$ cat src/rtl/f_vector_pack_pkg.sv
// Shared types for the F-path collectors: FSM states and element-counter sizing.
package f_vector_pack_pkg;

    typedef enum logic [1:0] {
        FILL,
        FULL,
        DROP
    } state_t;

    function automatic int unsigned j_width(input int unsigned j);
        return $clog2(j) + 1;
    endfunction

endpackage

$ cat src/rtl/f_vector_pack.sv
// Narrow-to-wide collector: packs a framed stream of DW-bit scalars into one J*DW vector.
module f_vector_pack
    import f_vector_pack_pkg::*;
#(
    parameter int unsigned J  = 14,
    parameter int unsigned DW = 64,
    localparam int unsigned J_WIDTH = j_width(J)
) (
    input  logic                 clk,
    input  logic                 rst_n,
    input  logic [DW-1:0]        s_tdata,
    input  logic                 s_tvalid,
    input  logic                 s_tlast,
    output logic                 s_tready,
    output logic [J*DW-1:0]      m_tdata,
    output logic                 m_tvalid,
    input  logic                 m_tready,
    output logic [J_WIDTH-1:0]   m_count,
    output logic                 err_short,
    output logic                 err_long
);

    localparam logic [J_WIDTH-1:0] LAST_IDX = J_WIDTH'(J - 1);
    localparam logic [J_WIDTH-1:0] FULL_CNT = J_WIDTH'(J);

    state_t               state_q, state_d;
    logic [J_WIDTH-1:0]   idx_q, idx_d;
    logic [J_WIDTH-1:0]   count_d;
    logic [J_WIDTH-1:0]   wr_lane;
    logic [J*DW-1:0]      vec_q;
    logic                 sent_q, sent_d;
    logic                 err_s_d, err_l_d;
    logic                 clear, fill_beat, beat, take;

    assign m_tdata = vec_q;

    always_comb begin
        state_d   = state_q;
        idx_d     = idx_q;
        count_d   = m_count;
        sent_d    = sent_q;
        err_s_d   = 1'b0;
        err_l_d   = 1'b0;
        clear     = 1'b0;
        fill_beat = 1'b0;
        wr_lane   = idx_q;
        s_tready  = 1'b1;
        m_tvalid  = 1'b0;

        case (state_q)
            FULL:    begin m_tvalid = 1'b1; s_tready = m_tready; end
            DROP:    m_tvalid = !sent_q;
            default: ;
        endcase

        beat = s_tvalid && s_tready;
        take = m_tvalid && m_tready;

        case (state_q)
            FILL: fill_beat = beat;
            FULL: begin
                if (take) begin
                    clear     = 1'b1;
                    idx_d     = '0;
                    count_d   = '0;
                    state_d   = FILL;
                    wr_lane   = '0;
                    fill_beat = beat;
                end
            end
            DROP: begin
                // sent_q remembers an early handshake so the vector is not re-presented
                if (take) begin
                    clear   = 1'b1;
                    sent_d  = 1'b1;
                    idx_d   = '0;
                    count_d = '0;
                end
                if (beat && s_tlast) begin
                    sent_d  = 1'b0;
                    state_d = (sent_q || take) ? FILL : FULL;
                end
            end
            default: state_d = FILL;
        endcase

        // Shared by FILL beats and the same-cycle first beat after a FULL handshake
        if (fill_beat) begin
            idx_d = wr_lane + J_WIDTH'(1);
            if (wr_lane == LAST_IDX) begin
                count_d = FULL_CNT;
                if (s_tlast) begin
                    state_d = FULL;
                end else begin
                    state_d = DROP;
                    sent_d  = 1'b0;
                    err_l_d = 1'b1;
                end
            end else if (s_tlast) begin
                state_d = FULL;
                count_d = wr_lane + J_WIDTH'(1);
                err_s_d = 1'b1;
            end
        end
    end

    always_ff @(posedge clk or negedge rst_n) begin
        if (!rst_n) begin
            state_q   <= FILL;
            idx_q     <= '0;
            m_count   <= '0;
            sent_q    <= 1'b0;
            err_short <= 1'b0;
            err_long  <= 1'b0;
            vec_q     <= '0;
        end else begin
            state_q   <= state_d;
            idx_q     <= idx_d;
            m_count   <= count_d;
            sent_q    <= sent_d;
            err_short <= err_s_d;
            err_long  <= err_l_d;
            if (clear) vec_q <= '0;
            for (int unsigned j = 0; j < J; j++) begin
                if (fill_beat && wr_lane == J_WIDTH'(j)) vec_q[j*DW +: DW] <= s_tdata;
            end
        end
    end

endmodule

$ cat config.mk
export PLATFORM = sky130hd
export DESIGN_NAME = f_vector_pack
export DESIGN_NICKNAME = d
export VERILOG_FILES = /design/src/rtl/f_vector_pack_pkg.sv /design/src/rtl/f_vector_pack.sv
export SDC_FILE = /design/constraint.sdc
export NUM_CORES = 1
export LEC_CHECK = 0
export ABC_CLOCK_PERIOD_IN_PS = 3740
export BUFFER_PORTS_ARGS = -buffer_cell sky130_fd_sc_hd__buf_2
export CORE_AREA = 3 3 380 382
export CTS_BUF_LIST = sky130_fd_sc_hd__clkbuf_16
export DETAILED_ROUTE_END_ITERATION = 8
export DIE_AREA = 0 0 383 385
export PLACE_DENSITY = 0.44
export SLEW_MARGIN = 25
export SYNTH_ARGS = -nofsm -noshare
export SYNTH_HDL_FRONTEND = slang
export SYNTH_SLANG_ARGS = --single-unit
$ cat constraint.sdc
create_clock -name clk -period 3.74 [get_ports clk]
set_input_delay 0.374 -clock clk [delete_from_list [all_inputs] [get_ports clk]]
set_output_delay 0.374 -clock clk [all_outputs]
set_load 0.03 [all_outputs]
* Yosys cells after proc, flatten, opt, wreduce, memory -nomap -nowiden
Index checks and enable logic that the tools add are counted.
Storage, ports and cells: word-level logic and storage cells 123, flip-flop bits (word level) 911, output and inout port bits 905, input bits 69
Cells by class: multiplexer cells 50, eq/ne operators 15, add/sub/neg operators 1, reductions and logical operators 37
Operators by type and width (count):
- $mux W64 | 14
- $mux W896 | 1
- $mux W5 | 9
- $eq A5 B4 Y1 const B | 6
- $reduce_bool A2 Y1 | 15
- $eq A5 B3 Y1 const B | 4
- $logic_and A1 B1 Y1 | 17
- $mux W1 | 17
- $mux W2 | 6
- $eq A5 B2 Y1 const B | 2
- $pmux W2 S3 | 1
- $add A5 B1 Y5 const B | 1
- $eq A5 B1 Y1 const B | 1
- $logic_not A5 Y1 | 1
- $pmux W1 S2 | 2
- $eq A2 B1 Y1 const B | 1
- $eq A2 B2 Y1 const B | 1
- $logic_not A2 Y1 | 1
- $reduce_or A2 Y1 | 1
- $logic_not A1 Y1 | 1
- $logic_or A1 B1 Y1 | 1

* Depth between registers and ports, before layout
Gate-level depths: netlist (run 1).
depth in word-level cells 10, depth in mapped cells 15, depth with buffers taken out 10

* Worst setup path before layout (run 1)
Ideal clock, no wire load.
path kind register to register, start point reg state_q[1], end point reg vec_q[871], in the netlist m_tdata[871], path slack 1.008 ns, arrival time 2.602 ns, clock period less this slack 2.732 ns, stages on the path, launching flop included 15, library setup time 0.130 ns, path buffers 4, required time 3.610 ns, cells stage by stage dfrtp_1 > inv_1 > ha_1 > buf_4 > clkbuf_1 > nand3_1 > and2_1 > inv_1 > ha_1 > nand3_1 > a211o_1 > buf_2 > clkbuf_1 > nand3_1 > o21ai_0
Between the ends: word-level cells in the longest chain between the ends 8, elaborated cells on any way between the ends 18, those cells by class eq/ne (3); mux (9); reduce/logical (6)
RTL lines:
- from (decl) | RTL line f_vector_pack.sv:26 | state_t state_q, state_d;
- from (signal assigned) | RTL line f_vector_pack.sv:117 | state_q <= state_d;
- $eq A2 B2 Y1 / $eq A2 B1 Y1 (equally long branches) | RTL line f_vector_pack.sv:50, f_vector_pack.sv:59
- $pmux W1 S2 | RTL line f_vector_pack.sv:50 | case (state_q)
- $logic_and A1 B1 Y1 | RTL line f_vector_pack.sv:57 | take = m_tvalid && m_tready;
- $mux W5
- $mux W5 | RTL line f_vector_pack.sv:59 | case (state_q)
- $eq A5 B4 Y1 | RTL line f_vector_pack.sv:125 | if (fill_beat && wr_lane == J_WIDTH'(j)) vec_q[j*DW +: DW] <= s_tdata;
- $logic_and A1 B1 Y1 | RTL line f_vector_pack.sv:125
- $mux W64 / $reduce_bool A2 Y1 (equally long branches)
- to (signal, indexed assignment) | RTL line f_vector_pack.sv:125
- to (decl) | RTL line f_vector_pack.sv:30 | logic [J*DW-1:0] vec_q;
Parallel ways exist; a longest one is shown, timed or not. A chain may end at the register's enable or synchronous reset.

* Final worst setup path (run 1)
start point reg state_q[0], end point reg vec_q[743], in the netlist m_tdata[743]
Same word-level chain as after synthesis.

==> results.md, run 1 <==
* Post-route ant nets at 0
* Gr ovfl total at 0
* Placed Area at ~44000 sq um
* H-Tree Depth at 3
* DR WL/cell at around 23 um
* FMAX at around 0.33 GHz
* PortBufs at 973
* CTS resizes at 0
* Fin cells at roughly 6600
* Worst-Margin Slew at between 900 and 1000 ps
* Status: finished, final reports clean
* Cell taking the most area after synthesis: dfrtp_1
* Net Count, Synth at 3863
* Row cnt at about 140
* Cell Area, Synth at between 30000 and 40000 sq um
* Synth Instances at roughly 3800
* Setup violations, final at 0
* Fillcell total at roughly 15000
* DRT iter0 DRCs at 2055
* Netlist cell types at between 40 and 50
* Routability Congestion at 0.8150
* Pwr/cell area at 835.1 nW/um^2
* Worst path bufs/invs at 5
* Top area cells in the synthesized netlist: dfrtp_1, nand2_1, o21ai_0
* Hold WS at 75.99 ps
* CP max stage delay at 400 ps
* CTS max path bufs at 3
* Core area at between 100000 and 150000 sq um
* Fraction of layout cells with a size suffix above 1 at between 20 and 30%
* Synth top cells by count: nand2_1, dfrtp_1, o21ai_0, mux2i_1, clkbuf_1
* Maximum vdd ir drop at 374.0 uV
* Clock skew at ~25 ps
* Avg Cell Area, Syn at ~9.7 sq um
* Static leakage power at about 23 nW
* CP Cell Sequence: inv_1 -> ha_1 -> nand3_1 -> nand2_1 -> inv_1 -> ha_1 -> inv_1 -> a2111oi_2 -> buf_12 -> buf_4 -> o21ai_0
* GR Util All Layers at about a fifth
* Largest net degree at the start of global routing at roughly 130
* Vias at ~30000
* CTS Root Cell: clkbuf_16
* Min Tclk post-route at approximately 3000 ps
* First-pass GRT wire length at 217.0 mm
* Clk Latency, worst-skew pair at 700 ps
* Sum of negative setup slack at 0 ps
* Final #Nets at around 4700
* Post-synth EDFFs at 0
* Maximum fanout along the worst path at between 60 and 70
* DR DRC count at 0
* Slew Limit Fails at 0
* Startpoint Class: register
* Top FF cell, synth: dfrtp_1
* DP HPWL at 105.8 mm
* Hold/Removal Path Class: in -> reg
* Via/cell ratio at 4.462
* Die X at roughly 380 um
* Total of max-cap violations at 0
* Worst slew margin at between 30% and 40%
* Die Footprint at about 150000 sq um
* Crit path kind: reg -> reg
* Worst Setup End Kind: register
* CTS Sinks at around 910
* Initial antenna violation count at 13
* TritonCTS Buffers at 104
* Crit path DAT at 3630 ps
* RSZ-0062 raised after global routing: false
* Yosys warns at 0
* Top-count cell post-synth: nand2_1
* Post-synthesis async set-or-reset flop share at 100.0%
* #FFs+latches synth at a little over 900
* Slowest cell on the critical path: dfrtp_1
* CTS tree: yes
* Fin crit share at slightly above 80%
* Register area share after synthesis at 61.90%
* Clock transition at path regs at ~60 ps
* CP dominant cell by count: inv_1
* DRT Pass-1 Iters at 5
* Dpl cells at between 6000 and 7000
* Vias in the first global route at ~29000
* Fin area at approximately 47000 sq um
* Largest delay share family, worst path: buffers and inverters
* Initial Util at 26.04%
* # IOs at between 900 and 1000
* Synthesis-to-finish area growth at 27.55%
* Final WL at around 150 mm
* Top cell type's share of synthesized area at around 62%
* Final hold violation count at 0
* # Post-CTS Setup Buffers at 0
* Die extent in y at 385 um
* CP required at approximately 4300 ps
state kept, by name, indices dropped and copies added, names as in the netlist:
signal     cells
err_long       1
err_short      1
idx_q          5
m_count        5
m_tdata      896
sent_q         1
state_q        2
metal layers:
metal	GRT usage (%)	vias up	wire length (um)
met5	0	-	13
met4	6.507	2	4474
met3	6.352	176	12640
met2	30.24	964	67350
met1	27.33	14407	67920
li1	-	13877	-
cell usage in the layout, fill, tap and decap left out, types with 5 or more instances in the layout:
cell / instances
nand2_1: 1418
buf_2: 972
dfrtp_1: 911
o21ai_0: 553
mux2i_1: 256
clkbuf_16: 107
inv_1: 104
o21ai_1: 89
nand3_1: 73
buf_4: 44
buf_12: 38
clkinv_1: 30
dlygate4sd3_1: 9
ha_1: 8
clkinv_2: 8
a2111oi_4: 7
nor2_1: 6
a21oi_1: 5
nand2b_1: 5
stage by stage:
step / util [%] / setup slack [ps] / total power [W]
after floorplan: - / 1008 / 0.02393
after global placement: 30.90 / 695.1 / 0.02973
after detailed placement: 30.90 / 693.1 / 0.02985
after CTS: 33.21 / 676.1 / 0.03973
after global routing: 33.21 / 466.4 / 0.04133
final: 33.22 / 671.0 / 0.03923
cell families (layout without fill, tap and decap cells):
kind of cell,count (synthesis),in the layout,share of synthesized area (%)
adder cells (fa/ha/maj),8,8,0.2718
AND/OR/NAND/NOR,1519,1519,16.08
other,0,4,0
flip-flops,911,911,61.90
AO/OA/AOI/OAI,678,678,9.638
multiplexers,256,256,6.957
buffers and inverters,411,1326,5.082
XOR/XNOR,3,3,0.07135
final timing paths:
kind | start | end | slack (ps) | cells past startpoint
max in group asynchronous | rst_n | idx_q[2] | 2220 | 4
worst max-delay path | state_q[0] | m_tdata[743] | 670 | 11
worst max register to register | state_q[0] | m_tdata[743] | 670 | 11
worst min register to register | m_tdata[837] | m_tdata[837] | 490 | 2
worst min-delay path | s_tdata[36] | m_tdata[548] | 80 | 3
min in group asynchronous | rst_n | m_tdata[223] | 290 | 2
power by group:
part	internal, W	switching (W)	leakage [nW]
Combinational	0.00380	0.0114	9.39
Sequential	0.0127	0.00163	12.4
Clock	0.00542	0.00424	1.67
Total	0.0220	0.0173	23.4
final cells by class:
| type | instances | area [sq um] | share of cell area (%) |
|---|---|---|---|
| antenna | 4 | 10.01 | 0.02131 |
| timing repair buffer | 1064 | 6061 | 12.90 |
| clock inverter | 81 | 495.5 | 1.055 |
| clock buffer | 107 | 2678 | 5.700 |
| sequential | 911 | 22800 | 48.53 |
| tap | 1890 | 2365 | 5.034 |
| multi-input combinational | 2464 | 12290 | 26.17 |
| inverter | 74 | 277.8 | 0.5913 |
worst register-to-register path: cells and delay by family (launching register included):
family	cells	cell delay (ps)
and+or+nand+nor	2	330
AOI/OAI and AO/OA	2	480
DFF	1	400
adders and majority gates	2	650
buffers and inverters	5	1100
repair_timing:
| action | in CTS | in global routing |
|---|---|---|
| hold endpoints to repair | 87 | 0 |
| hold buffers | 9 | 0 |
| setup endpoints to repair | 0 | 0 |
Note: power is estimated with default switching activity, not from simulation.
==> run 2: changes to the inputs <==
--- a/config.mk
+++ b/config.mk
@@ -5,13 +5,13 @@
 export SDC_FILE = /design/constraint.sdc
 export NUM_CORES = 1
 export LEC_CHECK = 0
-export ABC_CLOCK_PERIOD_IN_PS = 3740
+export ABC_CLOCK_PERIOD_IN_PS = 2500
 export BUFFER_PORTS_ARGS = -buffer_cell sky130_fd_sc_hd__buf_2
 export CORE_AREA = 3 3 380 382
 export CTS_BUF_LIST = sky130_fd_sc_hd__clkbuf_16
 export DETAILED_ROUTE_END_ITERATION = 8
 export DIE_AREA = 0 0 383 385
-export PLACE_DENSITY = 0.44
+export PLACE_DENSITY = 0.46
 export SLEW_MARGIN = 25
 export SYNTH_ARGS = -nofsm -noshare
 export SYNTH_HDL_FRONTEND = slang
==> constraint.sdc (replaced) <==
create_clock -name clk -period 2.5 [get_ports clk]
set_input_delay 0.25 -clock clk [delete_from_list [all_inputs] [get_ports clk]]
set_output_delay 0.25 -clock clk [all_outputs]
set_load 0.03 [all_outputs]
==> run 2 against run 1 <==
  * Maximum frequency is 24% higher
  * Die area unchanged
  * Hold slack worse by 2.2 ps
  * Sequential share of layout area is 2.9 points lower
  * Final cell count is 3.6% higher
  * Via count is 5.9% higher
  * Clock power rose by 49%
  * Setup slack worse by 640 ps
  * Clock skew increased by 9.4 ps
  * Core utilization up 2.1 points
  * Critical path depth is 1 higher
  * Critical path type unchanged
  * Largest power group unchanged
  * Highest routed layer unchanged
==> results.md, run 2 (same netlist as run 1, synthesis figures left out) <==
* Hold Crit Depth at 3 (unchanged)
* Clock transition at path regs at 60 ps (about the same)
* Via/cell ratio at 4.562 (was 4.462)
* Largest net degree at the start of global routing at 84 (was 129)
* CP max stage delay at 430 ps (was 400 ps)
* GR Util All Layers at 20.56% (was 20.08%)
* Slew Limit Fails at 0 (unchanged)
* # IOs at 974 (unchanged)
* Vias at 31163 (was 29426)
* DRT iter0 DRCs at 2219 (was 2055)
* Startpoint Class: register (unchanged)
* Fraction of layout cells with a size suffix above 1 at 29.29% (was 25.61%)
* CP Cell Sequence: inv_2 -> ha_4 -> nand3_4 -> and2_4 -> ha_4 -> clkinvlp_4 -> a2111oi_4 -> clkbuf_16 -> buf_12 -> clkbuf_16 -> nand2_2 -> o21ai_1 (was inv_1 -> ha_1 -> nand3_1 -> nand2_1 -> inv_1 -> ha_1 -> inv_1 -> a2111oi_2 -> buf_12 -> buf_4 -> o21ai_0)
* R2r setup slk at 30 ps (was 670 ps)
* Setup violations, final at 0 (unchanged)
* Setup WS post-layout at 27.35 ps (was 671.0 ps)
* TritonCTS Buffers at 103 (was 104)
* Initial antenna violation count at 6 (was 13)
* Die X at 383 um (unchanged)
* Worst Setup End Kind: register (unchanged)
* Crit path DAT at 3110 ps (was 3630 ps)
* Clock skew at 34.18 ps (was 24.81 ps)
* Status: finished, final reports clean (unchanged)
* Vias in the first global route at 30517 (was 28760)
* Die Footprint at 147500 sq um (unchanged)
* Fillcell total at 14368 (was 14720)
* Dpl cells at 6546 (was 6394)
* Fin cells at 6831 (was 6595)
* Die extent in y at 385 um (unchanged)
* Fin crit share at 98.91% (was 82.06%)
* Final hold violation count at 0 (unchanged)
* CTS tree: yes (unchanged)
* Reg2Reg Depth at 12 (was 11)
* Static leakage power at 24.98 nW (was 23.45 nW)
* FMAX at 0.4044 GHz (was 0.3258 GHz)
* Worst-Margin Slew at 923.4 ps (was 918.3 ps)
* CTS max path bufs at 3 (unchanged)
* H-Tree Depth at 3 (unchanged)
* CTS Sinks at 911 (unchanged)
* FF/Latch Area at 22800 sq um (unchanged)
* Worst slew margin at 38.44% (was 38.78%)
* Row cnt at 138 (unchanged)
* Clk Latency, worst-skew pair at 710 ps (was 700 ps)
* Maximum vdd ir drop at 646.1 uV (was 374.0 uV)
* CP required at 3140 ps (was 4300 ps)
* Crit path kind: reg -> reg (unchanged)
* RSZ-0062 raised after global routing: true (was false)
* DR DRC count at 0 (unchanged)
* DP HPWL at 112.0 mm (was 105.8 mm)
* DR WL/cell at 23.45 um (was 23.11 um)
* Post-Place Setup Slack at -20.21 ps (was 693.1 ps)
* Final WL at 160.2 mm (was 152.4 mm)
* Maximum fanout along the worst path at 8 (was 68)
* Post-route ant nets at 0 (unchanged)
* Initial Util at 26.04% (unchanged)
* Gr ovfl total at 0 (unchanged)
* Area of the multi-input gates at 12530 sq um (was 12290 sq um)
* DRT Pass-1 Iters at 5 (unchanged)
* Commonest non-fill, non-tap cell in the layout: nand2_1 (unchanged)
* Min Tclk post-route at 2473 ps (was 3069 ps)
* Hold/Removal Path Class: in -> reg (unchanged)
* Synthesis-to-finish area growth at 35.61% (was 27.55%)
* Commonest cells after routing, fill and taps aside: nand2_1, buf_2, dfrtp_1, o21ai_0, mux2i_1 (unchanged)
* First-pass GRT wire length at 223.0 mm (was 217.0 mm)
* Final #Nets at 4936 (was 4696)
* Pwr/cell area at 1193 nW/um^2 (was 835.1 nW/um^2)
* CTS Root Cell: clkbuf_16 (unchanged)
* Core area at 141400 sq um (unchanged)
* Slowest cell on the critical path: a2111oi_4 (was dfrtp_1)
* Routability Congestion at 0.8292 (was 0.8150)
* Max FFs per register at 896 (unchanged)
* PortBufs at 973 (unchanged)
* Total of max-cap violations at 0 (unchanged)
* Tot Pwr at 0.05958 W (was 0.03923 W)
[run 2: changes by cell type in the layout (fill, tap and decap cells not counted), moves of 10 or more]
cell           before   now
clkbuf_16         107   117
o21ai_1            89   107
clkinv_1           30    18
dlygate4sd3_1       9    65
o21ai_2             0    15
o21ai_0           553   520
nand2_2             0    19
buf_6               0    17
buf_12             38    69
buf_4              44   158
nand2_1          1418  1392
[run 2: power breakdown]
| part | total [W] | switching [W] | internal, W |
|---|---|---|---|
| registers | 0.0216 | 0.00257 | 0.0191 |
| clock network | 0.0144 | 0.00644 | 0.00794 |
| logic | 0.0236 | 0.0172 | 0.00640 |
| total | 0.0596 | 0.0262 | 0.0334 |
[run 2: what timing repair did]
action                                 in CTS  in global routing
setup endpoints to repair                  12                526
endpoints found under the hold margin     532                  0
resized for setup                           3                124
setup buffers                               1                 17
gates cloned                                2                 14
pin swaps                                   0                 12
hold buffers                               65                  0
[run 2: worst paths after layout]
| check | start | endpoint |
|---|---|---|
| worst max-delay path | state_q[1] | m_tdata[714] |
| worst min-delay path | s_tdata[63] | m_tdata[767] |
| worst max register to register | state_q[1] | m_tdata[714] |
| worst min register to register | m_tdata[891] | m_tdata[891] |
| max in group asynchronous | rst_n | m_tdata[884] |
| min in group asynchronous | rst_n | m_tdata[451] |
[run 2: layout make-up]
class / count / area share, %
sequential: 911 / 45.64
multi-input combinational: 2464 / 25.08
timing repair buffer: 1305 / 17.71
clock buffer: 104 / 5.211
tap: 1890 / 4.735
clock inverter: 79 / 1.032
inverter: 74 / 0.5687
antenna: 4 / 0.02004
[run 2: worst max-delay path, delay by kind of cell, from the launching register on]
family                   cells  cell delay, ps
buffers and inverters        5             820
flip-flops                   1             390
adder cells (fa/ha/maj)      2             370
AO/OA/AOI/OAI                2             520
AND/OR/NAND/NOR              3             320
[run 2: metal layers]
| layer | GRT usage [%] | part of all wire [%] | vias to the layer above |
|---|---|---|---|
| met2 | 31.51 | 45 | 1098 |
| met5 | 0 | 0.0081 | - |
| li1 | - | - | 14386 |
| met3 | 5.844 | 7.8 | 225 |
| met1 | 27.64 | 44 | 15452 |
| met4 | 7.446 | 3.2 | 2 |
[run 2: stage by stage]
step | util [%] | hold slack [ps] | instance area [sq um] | setup TNS, ps
finish | 35.32 | 73.81 | 49950 | 0
floorplan | - | -45.59 | 36860 | -138.1
detailed placement | 32.01 | 343.3 | 45270 | -59.71
global placement | 32.01 | 343.5 | 45270 | -7.385
global route | 35.31 | 22.24 | 49940 | -7040
CTS | 34.74 | 6.450 | 49120 | 0
